`config.mk`:
```
export PLATFORM = sky130hd
export DESIGN_NAME = ps2_key_fifo
export DESIGN_NICKNAME = d
export VERILOG_FILES = /design/src/rtl/ps2_key_fifo.sv
export SDC_FILE = /design/constraint.sdc
export NUM_CORES = 1
export LEC_CHECK = 0
export ABC_CLOCK_PERIOD_IN_PS = 3200
export BUFFER_PORTS_ARGS = -buffer_cell sky130_fd_sc_hd__clkbuf_2
export CORE_MARGIN = 4
export CORE_UTILIZATION = 55
export DETAILED_ROUTE_END_ITERATION = 10
export PLACE_DENSITY_LB_ADDON = 0.05
export SYNTH_ARGS = -nofsm -noshare
export SYNTH_HDL_FRONTEND = slang
export SYNTH_SLANG_ARGS = --single-unit
```
`constraint.sdc`:
```
create_clock -name clk -period 3.2 [get_ports clk]
set_clock_uncertainty 0.05 [all_clocks]
set_input_delay 0.8 -clock clk [delete_from_list [all_inputs] [get_ports clk]]
set_output_delay 0.8 -clock clk [all_outputs]
set_load 0.05 [all_outputs]
```
`src/rtl/ps2_key_fifo.sv`:
```
// rtl/ps2_key_fifo.sv - PS/2 keyboard receiver, scan-code decoder and make-code FIFO
//
// Ports:
//   clk        system clock
//   rst        synchronous active-high reset
//   ps2_clk    raw PS/2 clock pin (asynchronous)
//   ps2_data   raw PS/2 data pin (asynchronous)
//   rd         bus read strobe (level); one pop per rising edge
//   ps2kb_key  {valid, ext, scancode[7:0]} of the FIFO head, zero when empty
//   overflow   sticky flag: a key was dropped because the FIFO was full
//   frame_err  one-cycle pulse on start/stop/parity error or receive timeout
module ps2_key_fifo #(
    parameter int FIFO_DEPTH  = 8,
    parameter int TIMEOUT_CYC = 10000
) (
    input  logic       clk,
    input  logic       rst,
    input  logic       ps2_clk,
    input  logic       ps2_data,
    input  logic       rd,
    output logic [9:0] ps2kb_key,
    output logic       overflow,
    output logic       frame_err
);

    localparam int AW = $clog2(FIFO_DEPTH);
    localparam int PW = AW + 1;
    localparam int TW = $clog2(TIMEOUT_CYC + 1);

    // ------------------------------------------------------------------
    // Pin synchronisers. Clock stages reset to 1 (bus idle level) so that
    // leaving reset never manufactures a falling edge.
    // ------------------------------------------------------------------
    logic clk_s1_q, clk_sync_q, clk_hist_q;
    logic dat_s1_q, dat_sync_q;
    logic fall;

    always_ff @(posedge clk) begin
        if (rst) begin
            clk_s1_q   <= 1'b1;
            clk_sync_q <= 1'b1;
            clk_hist_q <= 1'b1;
            dat_s1_q   <= 1'b1;
            dat_sync_q <= 1'b1;
        end else begin
            clk_s1_q   <= ps2_clk;
            clk_sync_q <= clk_s1_q;
            clk_hist_q <= clk_sync_q;
            dat_s1_q   <= ps2_data;
            dat_sync_q <= dat_s1_q;
        end
    end

    assign fall = clk_hist_q & ~clk_sync_q;

    // ------------------------------------------------------------------
    // Frame receiver. shift_q[i] holds frame bit i for i = 0..9; the stop
    // bit is checked straight from the synced pin on the final fall.
    // ------------------------------------------------------------------
    logic [3:0]    bit_cnt_q, bit_cnt_d;
    logic [9:0]    shift_q, shift_d;
    logic [TW-1:0] to_cnt_q, to_cnt_d;
    logic          byte_rdy_q, byte_rdy_d;
    logic [7:0]    byte_q, byte_d;
    logic          frame_err_q, frame_err_d;
    logic          frame_ok;

    // Odd parity: XOR over data bits and parity bit must be 1.
    assign frame_ok = ~shift_q[0] & dat_sync_q & (^shift_q[9:1]);

    always_comb begin
        bit_cnt_d   = bit_cnt_q;
        shift_d     = shift_q;
        to_cnt_d    = to_cnt_q;
        byte_rdy_d  = 1'b0;
        byte_d      = byte_q;
        frame_err_d = 1'b0;
        if (fall) begin
            to_cnt_d = '0;
            if (bit_cnt_q == 4'd10) begin
                bit_cnt_d = 4'd0;
                if (frame_ok) begin
                    byte_rdy_d = 1'b1;
                    byte_d     = shift_q[8:1];
                end else begin
                    frame_err_d = 1'b1;
                end
            end else begin
                shift_d[bit_cnt_q] = dat_sync_q;
                bit_cnt_d          = bit_cnt_q + 4'd1;
            end
        end else if (bit_cnt_q != 4'd0) begin
            // Abort on the cycle the idle count would reach TIMEOUT_CYC.
            if (to_cnt_q == TW'(TIMEOUT_CYC - 1)) begin
                bit_cnt_d   = 4'd0;
                to_cnt_d    = '0;
                frame_err_d = 1'b1;
            end else begin
                to_cnt_d = to_cnt_q + TW'(1);
            end
        end
    end

    always_ff @(posedge clk) begin
        if (rst) begin
            bit_cnt_q   <= 4'd0;
            shift_q     <= '0;
            to_cnt_q    <= '0;
            byte_rdy_q  <= 1'b0;
            byte_q      <= 8'h00;
            frame_err_q <= 1'b0;
        end else begin
            bit_cnt_q   <= bit_cnt_d;
            shift_q     <= shift_d;
            to_cnt_q    <= to_cnt_d;
            byte_rdy_q  <= byte_rdy_d;
            byte_q      <= byte_d;
            frame_err_q <= frame_err_d;
        end
    end

    assign frame_err = frame_err_q;

    // ------------------------------------------------------------------
    // Scan-code decoder: tracks E0 / F0 prefixes, emits make codes only.
    // ------------------------------------------------------------------
    typedef enum logic [1:0] {
        S_NORM   = 2'd0,
        S_EXT    = 2'd1,
        S_BRK    = 2'd2,
        S_EXTBRK = 2'd3
    } dec_state_t;

    dec_state_t state_q, state_d;
    logic       push;
    logic [8:0] push_data;
    logic       code_ignored;

    // Controller responses / error codes that are never keys.
    always_comb begin
        case (byte_q)
            8'h00, 8'hAA, 8'hE1, 8'hEE,
            8'hFA, 8'hFE, 8'hFF: code_ignored = 1'b1;
            default:             code_ignored = 1'b0;
        endcase
    end

    always_ff @(posedge clk) begin
        if (rst) state_q <= S_NORM;
        else     state_q <= state_d;
    end

    always_comb begin
        state_d = state_q;
        if (byte_rdy_q) begin
            case (state_q)
                S_NORM: begin
                    if (byte_q == 8'hE0)      state_d = S_EXT;
                    else if (byte_q == 8'hF0) state_d = S_BRK;
                    else                      state_d = S_NORM;
                end
                S_EXT: begin
                    if (byte_q == 8'hF0)      state_d = S_EXTBRK;
                    else if (byte_q == 8'hE0) state_d = S_EXT;
                    else                      state_d = S_NORM;
                end
                S_BRK:    state_d = S_NORM;
                S_EXTBRK: state_d = S_NORM;
                default:  state_d = S_NORM;
            endcase
        end
    end

    always_comb begin
        push      = 1'b0;
        push_data = {1'b0, byte_q};
        if (byte_rdy_q) begin
            case (state_q)
                S_NORM: begin
                    push      = (byte_q != 8'hE0) && (byte_q != 8'hF0) && !code_ignored;
                    push_data = {1'b0, byte_q};
                end
                S_EXT: begin
                    push      = (byte_q != 8'hE0) && (byte_q != 8'hF0);
                    push_data = {1'b1, byte_q};
                end
                default: begin
                    push      = 1'b0;
                    push_data = {1'b0, byte_q};
                end
            endcase
        end
    end

    // ------------------------------------------------------------------
    // Key FIFO. Pointers carry a wrap bit to tell full from empty.
    // ------------------------------------------------------------------
    logic [8:0]    mem_q [FIFO_DEPTH];
    logic [PW-1:0] head_q, tail_q;
    logic          rd_q;
    logic          overflow_q;
    logic          empty, full, rd_rise, pop, wr_en;

    assign empty   = (head_q == tail_q);
    assign full    = (head_q[AW-1:0] == tail_q[AW-1:0]) && (head_q[AW] != tail_q[AW]);
    assign rd_rise = rd & ~rd_q;
    assign pop     = rd_rise & ~empty;
    // When full, a same-cycle pop frees the slot the push writes into.
    assign wr_en   = push & (~full | pop);

    always_ff @(posedge clk) begin
        if (wr_en) mem_q[tail_q[AW-1:0]] <= push_data;
    end

    always_ff @(posedge clk) begin
        if (rst) begin
            head_q     <= '0;
            tail_q     <= '0;
            rd_q       <= 1'b0;
            overflow_q <= 1'b0;
        end else begin
            rd_q <= rd;
            if (wr_en) tail_q <= tail_q + PW'(1);
            if (pop)   head_q <= head_q + PW'(1);
            if (push && full && !pop) overflow_q <= 1'b1;
        end
    end

    assign overflow  = overflow_q;
    assign ps2kb_key = empty ? 10'h000 : {1'b1, mem_q[head_q[AW-1:0]]};

endmodule

```
==> results of run 1 <==
[cell type report]
type / instances / share of cell area
Clock buffer: 20 / 0.0697
Clock inverter: 12 / 0.0208
Inverter: 5 / 0.00294
Multi-Input combinational cell: 270 / 0.332
Sequential cell: 130 / 0.520
Tap cell: 133 / 0.0260
Timing Repair Buffer: 29 / 0.0284
[stage by stage]
step	util	worst slack, ns	power [uW]	cells	cell area, um^2
CTS	0.653	0.0520	3680	599	6390
floorplan	-	0.0260	1830	428	5540
global route	0.654	0.0516	3770	599	6390
finish	0.654	0.187	3640	599	6390
global placement	0.594	0.534	1830	567	5810
detailed placement	0.594	0.486	1840	567	5810
[sequential cells by signal, indices dropped and copies added (netlist names), named ones only]
name        count
rd_q            1
clk_hist_q      1
to_cnt_q       14
tail_q          4
dat_s1_q        1
byte_q          8
shift_q        10
bit_cnt_q       4
head_q          4
byte_rdy_q      1
clk_s1_q        1
frame_err       1
state_q         2
overflow        1
dat_sync_q      1
mem_q          72
clk_sync_q      1
[layer usage]
layer / vias up / global-route usage / wire length, um
met5: - / 0 / 0
met4: 0 / 0.0685 / 170
met3: 20 / 0.0537 / 371
met2: 74 / 0.310 / 4930
met1: 1574 / 0.263 / 4760
li1: 1616 / - / -
[synth_stat cells, types with 5 or more instances]
cell       n  share of area
nand2b_1  20          0.023
or2_2      5         0.0056
a21oi_1    8         0.0072
xnor2_1   12          0.019
xor2_1    11          0.017
mux2i_1   29          0.052
or4_1      5         0.0068
nor4_1     7         0.0079
dfxtp_1   58           0.21
buf_2      6         0.0054
nand4_1    5         0.0056
clkbuf_1  12         0.0081
nor2b_1   10          0.011
edfxtp_1  72           0.39
inv_1      5         0.0034
nor2_1    47          0.032
mux4_2    18          0.073
nand2_1   25          0.017
nand3_1   10         0.0090
o21ai_0    6         0.0054
nor3_1    12          0.011
[worst max-delay path, delay by kind of cell (launching register included)]
family                 cells  cell delay, ns
and+or+nand+nor            1            0.07
DFF                        1            0.32
muxes                      2            0.75
buffers and inverters      2            0.49
[power groups by stage]
stage	Clock, uW	Sequential [uW]	Combinational, uW
floorplan	0	1790	39.0
global placement	0	1790	43.3
detailed placement	0	1790	44.2
CTS	1880	1760	44.4
global route	1960	1760	49.6
finish	1840	1760	43.5
[how the worst min path moves through the flow]
| stage | slack [ns] | cells after the start | end | from |
|---|---|---|---|---|
| floorplan | 0.34 | 1 | clk_sync_q$_SDFF_PP1_ | clk_s1_q$_SDFF_PP1_ |
| global placement | 0.34 | 1 | clk_sync_q$_SDFF_PP1_ | clk_s1_q$_SDFF_PP1_ |
| detailed placement | 0.34 | 1 | clk_sync_q$_SDFF_PP1_ | clk_s1_q$_SDFF_PP1_ |
| CTS | 0.36 | 1 | clk_sync_q$_SDFF_PP1_ | clk_s1_q$_SDFF_PP1_ |
| global route | 0.38 | 1 | clk_sync_q$_SDFF_PP1_ | clk_s1_q$_SDFF_PP1_ |
| finish | 0.36 | 1 | clk_sync_q$_SDFF_PP1_ | clk_s1_q$_SDFF_PP1_ |
[logic make-up (layout without fill, tap and decap cells)]
kind of cell | Yosys count | in the layout | synth area share
and+or+nand+nor | 164 | 164 | 0.155
DFF | 130 | 130 | 0.600
muxes | 50 | 50 | 0.132
buffers and inverters | 28 | 66 | 0.0237
AOI/OAI and AO/OA | 27 | 27 | 0.0339
xor gates and xnor gates | 26 | 26 | 0.0488
adders and majority gates | 3 | 3 | 0.00678
[what timing repair did]
action / CTS / global route
setup endpoints to repair: 0 / 3
setup buffers: 0 / 0
resized for setup: 0 / 1
==> impl_metrics.toml, run 1 <==
[cells_and_area]
final_common_cell = "edfxtp_1"
nFillCells = 757
diodes = 0
final_cell_mix = "edfxtp_1, dfxtp_1, nor2_1"
fin_nets = 461
multi_input_area_um2 = 2120
drive_gt1_frac = 0.212
regArea_um2 = 3320
syn2layout_area_growth_pct = 15.4

[floorplanning]
die-area_um2 = 11700
std_cell_rows = 36
die-height_um = 108
die_w_um = 108
io_pins = 17
core-area_um2 = 9770
initial_core_util = 0.567

[power]
p_seq_frac = 0.483
clkPwrFrac = 0.505
ir_worst_vdd_mv = 0.288
combPwrFrac = 0.012
switching_share = 0.198
p_int_uw = 2920
power.leakage_uw = 0.00227
powerDensity_nw_per_um2 = 569
p_sw_uw = 721

[timing]
period_minus_slack_ns = 3.01
relSlewSlack = 0.591
max_freq_mhz = 332
setup_viol = 0
final_hold_viol_count = 0
tightest_slew_ns = 0.614
post-route-period-util = 0.941
rsz0062_at_grt = "false"
holdWs_ns = 0.356
slew_violations = 0
tns_ns = 0

[cts]
clock-root-buffer = "clkbuf_8"
clockBufferDepth = 2
cts_sinks = 130
clk_latency_ns = 0.51
htree_levels = 4
clkTransAtPathRegs_ns = 0.06
hold_buffers = 0
numCtsBuffers = 17
cts_tree = "done"

[worst_setup_path]
critPathMaxStageDelay_ns = 0.56
r2r_slack_ns = 0.58
path_cells = "buf_6 -> mux4_2 -> mux2i_1 -> nor2_1 -> clkbuf_2"
r2r-end = "mem_q[5][7]$_DFFE_PP_"
timing.rr.start = "byte_q[2]$_SDFFE_PP0P_"
crit_end = "ps2kb_key[3]"
endpoint_kind = "primary output"
worstSetupPathType = "register to primary output"
cp_slowest_cell = "mux4_2"
critPathLaunchType = "register"
critical_path_arrival_ns = 2.16
worst-path-max-fanout = 18
ff2ff_path_depth = 6
worstPathRequired_ns = 2.35

[drt]
drt_iter0_drc = 186
wirelength_um = 10200
drt-vias-per-instance = 5.48
route.detailed.drc = 0
vias = 3284
dr.pass1.iters = 5
ant_nets = 0
post_drt_wl_per_cell_um = 17.1

[grt]
antenna_found_initial = 0
grt_max_degree = 31
grt_usage = 0.196
grt_overflow = 0
grt_first_pass_wirelength_um = 17200
grt_pass1_vias = 3288

[placed_design]
io_buffers = 16
hpwl_um = 6780
gp_congestion = 0.783

[synth]
synth_seq_cells = 130
synth.net_count = 436
yosysWarningCount = 0
post_synth_num_cell_types = 51
syn_area_um2 = 5540
postSynthCellCount = 428
async_reset_ff_frac = 0
synth_top_flop_cell = "edfxtp_1"
yosysSeqAreaShare = 0.600
syn-mean-instance-area_um2 = 12.9
synth-edff-count = 72

[outcome]
status = "finished clean"

[hold_path]
hp-class = "register to register"

[flow_run]
max-cap-violations = 0
Note: power is estimated with default switching activity, not from simulation.
==> run 2, diff against run 1 <==
- ABC_CLOCK_PERIOD_IN_PS: 3200 -> 2970
- clock period: 3.2 -> 2.97 ns (I/O delays scaled with it)
==> run 2 against run 1 <==
  * Clock-buffer cell count rose by 1
  * Utilization rose by 1.5 points
  * Largest cell class unchanged
  * Register-to-register slack got worse by 0.15 ns
  * Sequential share of layout area fell by 1.1 points
  * Worst hold slack got worse by 0.0012 ns
  * First-iteration DRC count fell by 31%
  * Via count rose by 0.70%
  * Final cell count rose by 1.3%
  * Sequential power rose by 7%
==> impl_metrics.toml, run 2 (synthesized netlist as in run 1, its figures left out) <==
[outcome]
status = "finished clean"

[floorplanning]
die_w_um = 108
io_pins = 17
std_cell_rows = 36
initial_core_util = 0.567
die-height_um = 108
die-area_um2 = 11700
core-area_um2 = 9770

[worst_setup_path]
r2r_slack_ns = 0.43
endpoint_kind = "primary output"
worst-path-max-fanout = 9
critPathLaunchType = "register"
worstSetupPathType = "register to primary output"
timing.rr.start = "byte_q[0]$_SDFFE_PP0P_"
r2r-end = "mem_q[3][1]$_DFFE_PP_"
worstPathRequired_ns = 2.18
ff2ff_path_depth = 6
critical_path_arrival_ns = 2.06

[power]
total_power_uw = 4130
power.leakage_uw = 0.00234
ir_worst_vdd_mv = 0.412
powerDensity_nw_per_um2 = 632

[drt]
wirelength_um = 10300
vias = 3307
dr.pass1.iters = 4
drt_iter0_drc = 128
drt-vias-per-instance = 5.45
route.detailed.drc = 0
post_drt_wl_per_cell_um = 17.0
ant_nets = 0

[flow_run]
max-cap-violations = 0

[cts]
clkTransAtPathRegs_ns = 0.06
clockBufferDepth = 2
htree_levels = 4
numCtsBuffers = 17
clk_latency_ns = 0.51
cts_tree = "done"
clock-root-buffer = "clkbuf_8"
cts_sinks = 130

[timing]
tightest_slew_ns = 0.614
final_hold_viol_count = 0
max_freq_mhz = 350
holdWs_ns = 0.355
slew_violations = 0
post-route-period-util = 0.962
setup_viol = 0
period_minus_slack_ns = 2.86
rsz0062_at_grt = "false"
relSlewSlack = 0.587

[cells_and_area]
drive_gt1_frac = 0.219
final_common_cell = "edfxtp_1"
fin_nets = 469
final_cell_mix = "edfxtp_1, dfxtp_1, nor2_1"
largest_reg_flops = 72
syn2layout_area_growth_pct = 17.9
diodes = 0

[placed_design]
io_buffers = 16
hpwl_um = 7000
gp_congestion = 0.758

[grt]
grt_usage = 0.196
grt_overflow = 0
antenna_found_initial = 0
grt_first_pass_wirelength_um = 17200
grt_pass1_vias = 3297
grt_max_degree = 30

[hold_path]
hp-class = "input pin to register"
whs_path_depth = 2
min_from = "ps2_clk"
min_to = "clk_s1_q$_SDFF_PP1_"
## run 2: worst max-delay path by stage
stage	from	end	cells past startpoint	slack [ns]
floorplan	rd	mem_q[1][0]$_DFFE_PP_	5	-0.15
global placement	rd	mem_q[1][3]$_DFFE_PP_	6	0.35
detailed placement	rd	mem_q[1][3]$_DFFE_PP_	6	0.32
CTS	register	ps2kb_key[5]	5	0.03
global route	register	ps2kb_key[7]	5	0.01
finish	register	ps2kb_key[5]	5	0.11
## run 2: power breakdown
| part | switching, uW | total [uW] | internal (uW) |
|---|---|---|---|
| registers | 6.32 | 1890 | 1890 |
| logic | 28.4 | 47.0 | 18.6 |
| clock network | 709 | 2190 | 1480 |
## run 2: critical path: stages (launching register included)
cell and delay (ns):
dfxtp_2 0.40, buf_12 0.17, mux4_2 0.52, mux2i_1 0.19, nor2_1 0.06, buf_2 0.21
## run 2: through the flow
step | TNS, ns | util | instance area (um^2) | cells | worst slack [ns]
2_1_floorplan | -4.22 | - | 5540 | 428 | -0.146
3_3_place_gp | 0 | 0.601 | 5870 | 574 | 0.350
3_5_place_dp | 0 | 0.601 | 5870 | 574 | 0.316
4_1_cts | 0 | 0.666 | 6510 | 606 | 0.0261
5_1_grt | 0 | 0.668 | 6530 | 607 | 0.00966
6_report | 0 | 0.668 | 6530 | 607 | 0.114
## run 2: final cells by class
class | instances | area (um^2)
flip-flops and latches | 130 | 3320
fillers | 714 | 3240
multi-input cells | 270 | 2120
clock buffers | 21 | 449
repair buffers | 37 | 268
clock inverters | 11 | 184
well taps | 133 | 166
inverters | 5 | 18.8
## run 2: timing repair
item	4_1_cts	5_1_grt
hold buffers	0	0
buffers inserted	0	0
resized for setup	0	4
setup endpoints to repair	0	4
## run 2: per-layer routing
layer,GRT usage,wire (um)
met5,0,0
met4,0.0622,38
met3,0.0507,391
met2,0.312,5130
met1,0.265,4780
